<file path="config.mk">
export PLATFORM = sky130hd
export DESIGN_NAME = store_buffer
export DESIGN_NICKNAME = d
export VERILOG_FILES = /design/src/rtl/store_buffer.sv
export SDC_FILE = /design/constraint.sdc
export NUM_CORES = 1
export LEC_CHECK = 0
export BUFFER_PORTS_ARGS = -buffer_cell sky130_fd_sc_hd__buf_2
export CORE_UTILIZATION = 53
export CTS_CLUSTER_DIAMETER = 200
export CTS_CLUSTER_SIZE = 10
export DETAILED_ROUTE_END_ITERATION = 8
export PLACE_DENSITY = 0.75
export SKIP_LAST_GASP = 1
export SYNTH_ARGS = -nofsm -noshare
export SYNTH_HDL_FRONTEND = slang
export SYNTH_SLANG_ARGS = --single-unit
</file>
<file path="constraint.sdc">
create_clock -name clk -period 13 [get_ports clk]
set_input_delay 1.3 -clock clk [delete_from_list [all_inputs] [get_ports clk]]
set_output_delay 1.3 -clock clk [all_outputs]
set_load 0.05 [all_outputs]
</file>
<file path="src/rtl/store_buffer.sv">
// Store buffer between the MEM stage and data memory: a small in-order FIFO of
// stores drained one per cycle, with a word-granular load-collision check.
module store_buffer #(
  parameter int DEPTH = 4
) (
  input  logic        clk,
  input  logic        Reset,
  input  logic        req_valid,
  input  logic [2:0]  req_op,
  input  logic [31:0] req_addr,
  input  logic [31:0] req_data,
  input  logic [31:0] req_pc,
  output logic        stall,
  input  logic        drain_en,
  input  logic        ld_valid,
  input  logic [31:0] ld_addr,
  output logic        ld_hazard,
  output logic        DMWE,
  output logic [2:0]  DMOP,
  output logic [31:0] Address,
  output logic [31:0] Input,
  output logic [31:0] PC,
  output logic        empty
);

  localparam int AW = $clog2(DEPTH);

  typedef struct packed {
    logic [2:0]  op;
    logic [31:0] addr;
    logic [31:0] data;
    logic [31:0] pc;
  } entry_t;

  entry_t        mem_q [DEPTH];
  entry_t        mem_d [DEPTH];
  logic [AW-1:0] head_q, head_d;
  logic [AW-1:0] tail_q, tail_d;
  logic [AW:0]   count_q, count_d;

  logic   full, push, pop;
  entry_t head_e;

  // Full is judged on the count before the edge, so a same-cycle pop never
  // frees a slot for the request presented alongside it.
  assign full  = (count_q == (AW+1)'(DEPTH));
  assign empty = (count_q == '0);
  assign stall = req_valid && full;
  assign push  = req_valid && !full;
  assign pop   = !empty && drain_en;

  assign head_e  = empty ? '0 : mem_q[head_q];
  assign DMWE    = pop;
  assign DMOP    = head_e.op;
  assign Address = head_e.addr;
  assign Input   = head_e.data;
  assign PC      = head_e.pc;

  // Only the word index takes part in the collision check.
  logic unused_ld_bits;
  assign unused_ld_bits = ^{ld_addr[31:15], ld_addr[1:0]};

  // An entry is live when its distance from head is below count; the head being
  // drained this cycle is still live, the incoming request is not yet.
  always_comb begin : hazard_check
    logic [AW-1:0] off;
    ld_hazard = 1'b0;
    for (int i = 0; i < DEPTH; i++) begin
      off = AW'(i) - head_q;
      if (ld_valid && ({1'b0, off} < count_q) &&
          (mem_q[i].addr[14:2] == ld_addr[14:2]))
        ld_hazard = 1'b1;
    end
  end

  // NOTE: every combinational output is defaulted first so no path can infer a latch.
  always_comb begin
    mem_d   = mem_q;
    head_d  = head_q;
    tail_d  = tail_q;
    count_d = count_q;
    if (push) begin
      mem_d[tail_q] = '{op: req_op, addr: req_addr, data: req_data, pc: req_pc};
      tail_d        = tail_q + 1'b1;
    end
    if (pop)
      head_d = head_q + 1'b1;
    case ({push, pop})
      2'b10:   count_d = count_q + 1'b1;
      2'b01:   count_d = count_q - 1'b1;
      default: count_d = count_q;
    endcase
  end

  // NOTE: state uses non-blocking assignments so every register samples pre-edge values.
  always_ff @(posedge clk or posedge Reset) begin
    if (Reset) begin
      head_q  <= '0;
      tail_q  <= '0;
      count_q <= '0;
      // NOTE: the entry storage is cleared on reset too, so a discarded store leaves no trace.
      for (int i = 0; i < DEPTH; i++)
        mem_q[i] <= '0;
    end else begin
      head_q  <= head_d;
      tail_q  <= tail_d;
      count_q <= count_d;
      mem_q   <= mem_d;
    end
  end

endmodule
</file>
# Yosys cells after proc, flatten, opt, wreduce, memory -nomap -nowiden

Cells that the tools add are included.

Input port bits: 136
Register bits after elaboration: 403
Logic and storage cells: 71
Output and inout port bits: 103

Equal/unequal tests: 7
Bitwise gates (word level): 2
$add $sub $neg: 8
Reduce and logical (&&, ||, !) cells: 16
Muxes and demuxes: 12
Magnitude comparators: 7

Operators with widths:

| kind                | count |
|---|---|
| $bwmux 396          | 1 |
| $mux 99             | 4 |
| $bmux 99 s2         | 1 |
| $demux 99 s2        | 1 |
| $eq 13x13->1        | 4 |
| $logic_and 1x1->1   | 12 |
| $lt 2x3->1          | 4 |
| $ge 3x3->1 const B  | 2 |
| $not 2->3           | 2 |
| $pmux 3 s2          | 1 |
| $add 2x1->2 const B | 2 |
| $mux 1              | 4 |
| $sub 1x2->2 const A | 2 |
| $sub 2x2->2 const A | 2 |
| $add 3x1->3 const B | 1 |
| $eq 3x3->1 const B  | 1 |
| $logic_not 3->1     | 1 |
| $lt 3x1->1 const B  | 1 |
| $sub 3x1->3 const B | 1 |
| $eq 2x1->1 const B  | 1 |
| $eq 2x2->1 const B  | 1 |
| $logic_not 1->1     | 2 |
| $reduce_bool 2->1   | 1 |

# Longest topological paths before layout

Depth after elaboration: 8
Depth in mapped cells: 10
Depth with buffers taken out: 9

# Worst setup path before layout

OpenSTA, ideal clock, no wires.

Kind: input-to-output
From: input ld_addr[13]
To: output ld_hazard
Arrival time: 2.708 ns
Buffers on the path: 1
Path slack: 8.992 ns
Cell stages on the path: 6
Data required time: 11.700 ns
Path through: clkbuf_1 -> xor2_1 -> nor4_1 -> o2111ai_1 -> a2111oi_0 -> or4_1

Cells in the longest elaborated chain, start to end: 6
Elaborated cells between the ends (all ways): 12
Those cells by class: 4 x eq/ne; 4 x mux; 4 x reduce/logical

Ends and longest elaborated chain:

| what                 | RTL line | source |
|---|---|---|
| from (decl)          | 16       | `input logic [31:0] ld_addr,` |
| $eq 13x13->1         | 71       | `(mem_q[i].addr[14:2] == ld_addr[14:2]))` |
| $logic_and 1x1->1    | 70       | `if (ld_valid && ({1'b0, off} < count_q) &&` |
| $mux 1 (3 in series) | 70       |  |
| $mux 1 *             | 70       |  |
| to (decl)            | 17       | `output logic ld_hazard,` |

Mark *: on every way between the ends. The rest lies on a longest branch, timed or not.

# Final worst setup path

From: register head_q[0]
To: output ld_hazard

Cells in the longest elaborated chain, start to end: 8
Elaborated cells between the ends (all ways): 20
Those cells by class: 4 x add/sub; 4 x order compare; 4 x mux; 8 x reduce/logical

Ends and longest elaborated chain:

| what                            | RTL line | source |
|---|---|---|
| from (decl)                     | 37       | `logic [AW-1:0] head_q, head_d;` |
| from (signal assigned)          | 98       | `head_q <= '0;` |
| from (signal assigned)          | 105      | `head_q <= head_d;` |
| $sub 1x2->2                     | 69       | `off = AW'(i) - head_q;` |
| $lt 2x3->1                      | 70       |  |
| $logic_and 1x1->1 (2 in series) | 70       |  |
| $mux 1 (3 in series)            | 70       |  |
| $mux 1 *                        | 70       |  |

Marks and branches as above.

==> impl_metrics.csv <==
group,metric,value,unit
cells_and_area,fillers,2687,
die,dieArea,36100,um^2
global_route,grt-ovfl-total,0,
global_route,grt_pass1_wl,64.5,mm
placed_design,place.gp.congestion,0.792,
yosys,synth.avg_cell_area,15.6,um^2
timing,post-route-min-period,4.81,ns
clock_tree,clk_pin_slew,0.06,ns
route,wl_per_cell,21.6,um
yosys,synth_xor_area_share,2.76,%
yosys,yosys.area.top_type_share,53.8,%
die,std_cell_rows,68,
yosys,yosysSeqAreaShare,53.8,%
yosys,async_flop_share,100,%
die,io_pins,239,
timing,worst_pin_slew,1.14,ns
run,cap_violations,0,
yosys,synth_nets,1348,
clock_tree,cts_hold_buffers,0,
route,antenna_left,0,
critical_path,cp-start-kind,"flip-flop",
route,drt_pass1_iterations,4,
critical_path,path_max_fanout,44,
yosys,synth_cells,1202,
die,start_util,54.0,%
route,drt-total-wl,40.2,mm
clock_tree,clock_latency,0.54,ns
yosys,synth_top_area_cell,"dfrtp_1",
clock_tree,cts.sinks,403,
critical_path,cp.arrival,3.51,ns
timing,hold_ws,0.497,ns
route,drcViolationCount,0,
yosys,synthMuxAreaShare,35.7,%
yosys,synth-edff-count,0,
critical_path,cp-end-kind,"primary output",
outcome,outcome,"completed",
global_route,grt_util_all_layers,22.9,%
die,die_h,190,um
route,drt_iter0_drc,391,
placed_design,io_buffers,219,
timing,relSlewSlack,24.1,%
timing,finalSetupTns,0,ns
clock_tree,post_cts_resized,0,
yosys,synthDistinctLibCells,26,
route,routed_via_density,5.77,
yosys,synth_compound_area_share,0.580,%
timing,skew,0.0161,ns
clock_tree,ctsLongestPathBuffers,3,
clock_tree,root_buffer,"clkbuf_16",
clock_tree,cts_tree,"yes",
clock_tree,htreeDepth,2,
yosys,synth_fa_ha_area_share,0.707,%
timing,finalHoldViolCount,0,
yosys,netlist_area,18800,um^2
die,coreArea,34700,um^2
yosys,yosysMostFrequentCell,"dfrtp_1",
timing,drv_slew,0,
die,fp.dieW,190,um
global_route,grt_max_degree,92,
timing,rsz0062_at_grt,"false",
placed_design,hpwlAfterDp,24.0,mm
route,vias,10700,
timing,fmax,0.208,GHz
cells_and_area,nNetsFinal,1546,
timing,finalCritPeriodShare,37.0,%
placed_design,place_area,20200,um^2
clock_tree,cts_buffers,46,
cells_and_area,drive_above_1_share,56.1,%
clock_tree,cts_setup_buffers,0,
yosys,yosysWarnings,0,
cells_and_area,area_growth,14.0,%
global_route,grt_antenna_before_repair,5,
critical_path,worstPathRequired,11.70,ns
yosys,synth_top_family_by_area,"multiplexers",
timing,setup_viol,0,
cells_and_area,final_area,21400,um^2
yosys,synth-seq-cells,403,
yosys,synth_simple_gate_area_share,4.08,%
yosys,synthTopCellsByArea,"dfrtp_1 (54%), mux2_2 (24%), mux4_2 (12%), nor2b_1 (3.3%), xnor2_1 (1.9%)",
min_path,worstHoldPathType,"reg2reg",
critical_path,path_class,"reg2out",
yosys,synth_top_cells_by_count,"dfrtp_1 (403), mux2_2 (396), nor2b_1 (100)",
yosys,ys.flop_type,"dfrtp_1",
global_route,grt_pass1_vias,11700,
-- critical path, cell delays in order, from the launching register on --
cell	delay [ns]
dfrtp_4	0.64
buf_4	0.75
xor2_1	0.25
inv_1	0.06
ha_1	0.17
inv_1	0.05
o2111ai_1	0.10
a2111oi_0	0.41
or4_1	0.22
buf_2	0.27
-- cell usage in the layout (no fill, tap or decap), types with 2 or more instances in the layout --
| cell type | count |
|---|---|
| buf_2 | 219 |
| nand4_1 | 8 |
| nand2_4 | 4 |
| buf_4 | 14 |
| clkbuf_16 | 47 |
| inv_6 | 2 |
| o2111ai_1 | 4 |
| nand2_1 | 2 |
| o21ai_0 | 2 |
| mux4_2 | 99 |
| dfrtp_1 | 401 |
| a21oi_1 | 2 |
| xor2_1 | 19 |
| nor4_1 | 4 |
| a2111oi_0 | 4 |
| nor2_1 | 2 |
| nor2b_1 | 100 |
| ha_1 | 9 |
| xnor2_1 | 40 |
| mux2_2 | 396 |
| diode_2 | 4 |
| dfrtp_4 | 2 |
| inv_1 | 14 |
-- kinds of logic after synthesis --
| logic type | count (synthesis) |
|---|---|
| mux | 495 |
| flops | 403 |
| simple gates | 124 |
| buf+inv | 98 |
| xor+xnor | 59 |
| compound gates | 13 |
| fa+ha+maj | 10 |
-- worst paths after layout --
path | end | slack, ns | cells after the start | start
worst min-delay path | mem_q[84] | 0.50 | 1 | mem_q[84]
max in group asynchronous | mem_q[64] | 9.38 | 5 | Reset
worst min register to register | mem_q[84] | 0.50 | 1 | mem_q[84]
worst max-delay path | ld_hazard | 8.19 | 9 | head_q[0]
worst max register to register | mem_q[373] | 10.07 | 5 | count_q[0]
min in group asynchronous | mem_q[315] | 0.84 | 2 | Reset
-- sequential cells by signal, summed over array words and instances (netlist names) --
| name | flops |
|---|---|
| count_q | 3 |
| head_q | 2 |
| mem_q | 396 |
| tail_q | 2 |
-- per-layer routing --
metal,global-route usage [%],part of all wire [%],wire length [um]
met1,30.9,43,17300
met2,38.1,50,20100
met3,4.96,5.2,2090
met4,5.33,1.5,614
met5,0,0.14,56
-- per-stage QoR --
stage | setup WS [ns] | util [%] | std cells
after floorplan | 0.491 | - | 1202
after global placement | 8.63 | 58.1 | 1807
after detailed placement | 8.58 | 58.1 | 1807
after CTS | 8.05 | 61.5 | 1857
after global routing | 7.84 | 61.5 | 1857
final | 8.19 | 61.6 | 1861
-- area by class of cell --
| class | instances | area (um^2) | share of cell area, % |
|---|---|---|---|
| clock inverters | 2 | 17.5 | 0.0820 |
| clock buffers | 48 | 1180 | 5.52 |
| flip-flops and latches | 403 | 10100 | 47.2 |
| inverters | 15 | 63.8 | 0.299 |
| repair buffers | 233 | 1200 | 5.62 |
| well taps | 455 | 569 | 2.66 |
| multi-input cells | 701 | 8240 | 38.5 |
| diodes | 4 | 10.0 | 0.0468 |
Power is left out: the tool's default activity adds up to more than one toggle a clock period on the data nets, which glitch-free logic cannot reach.
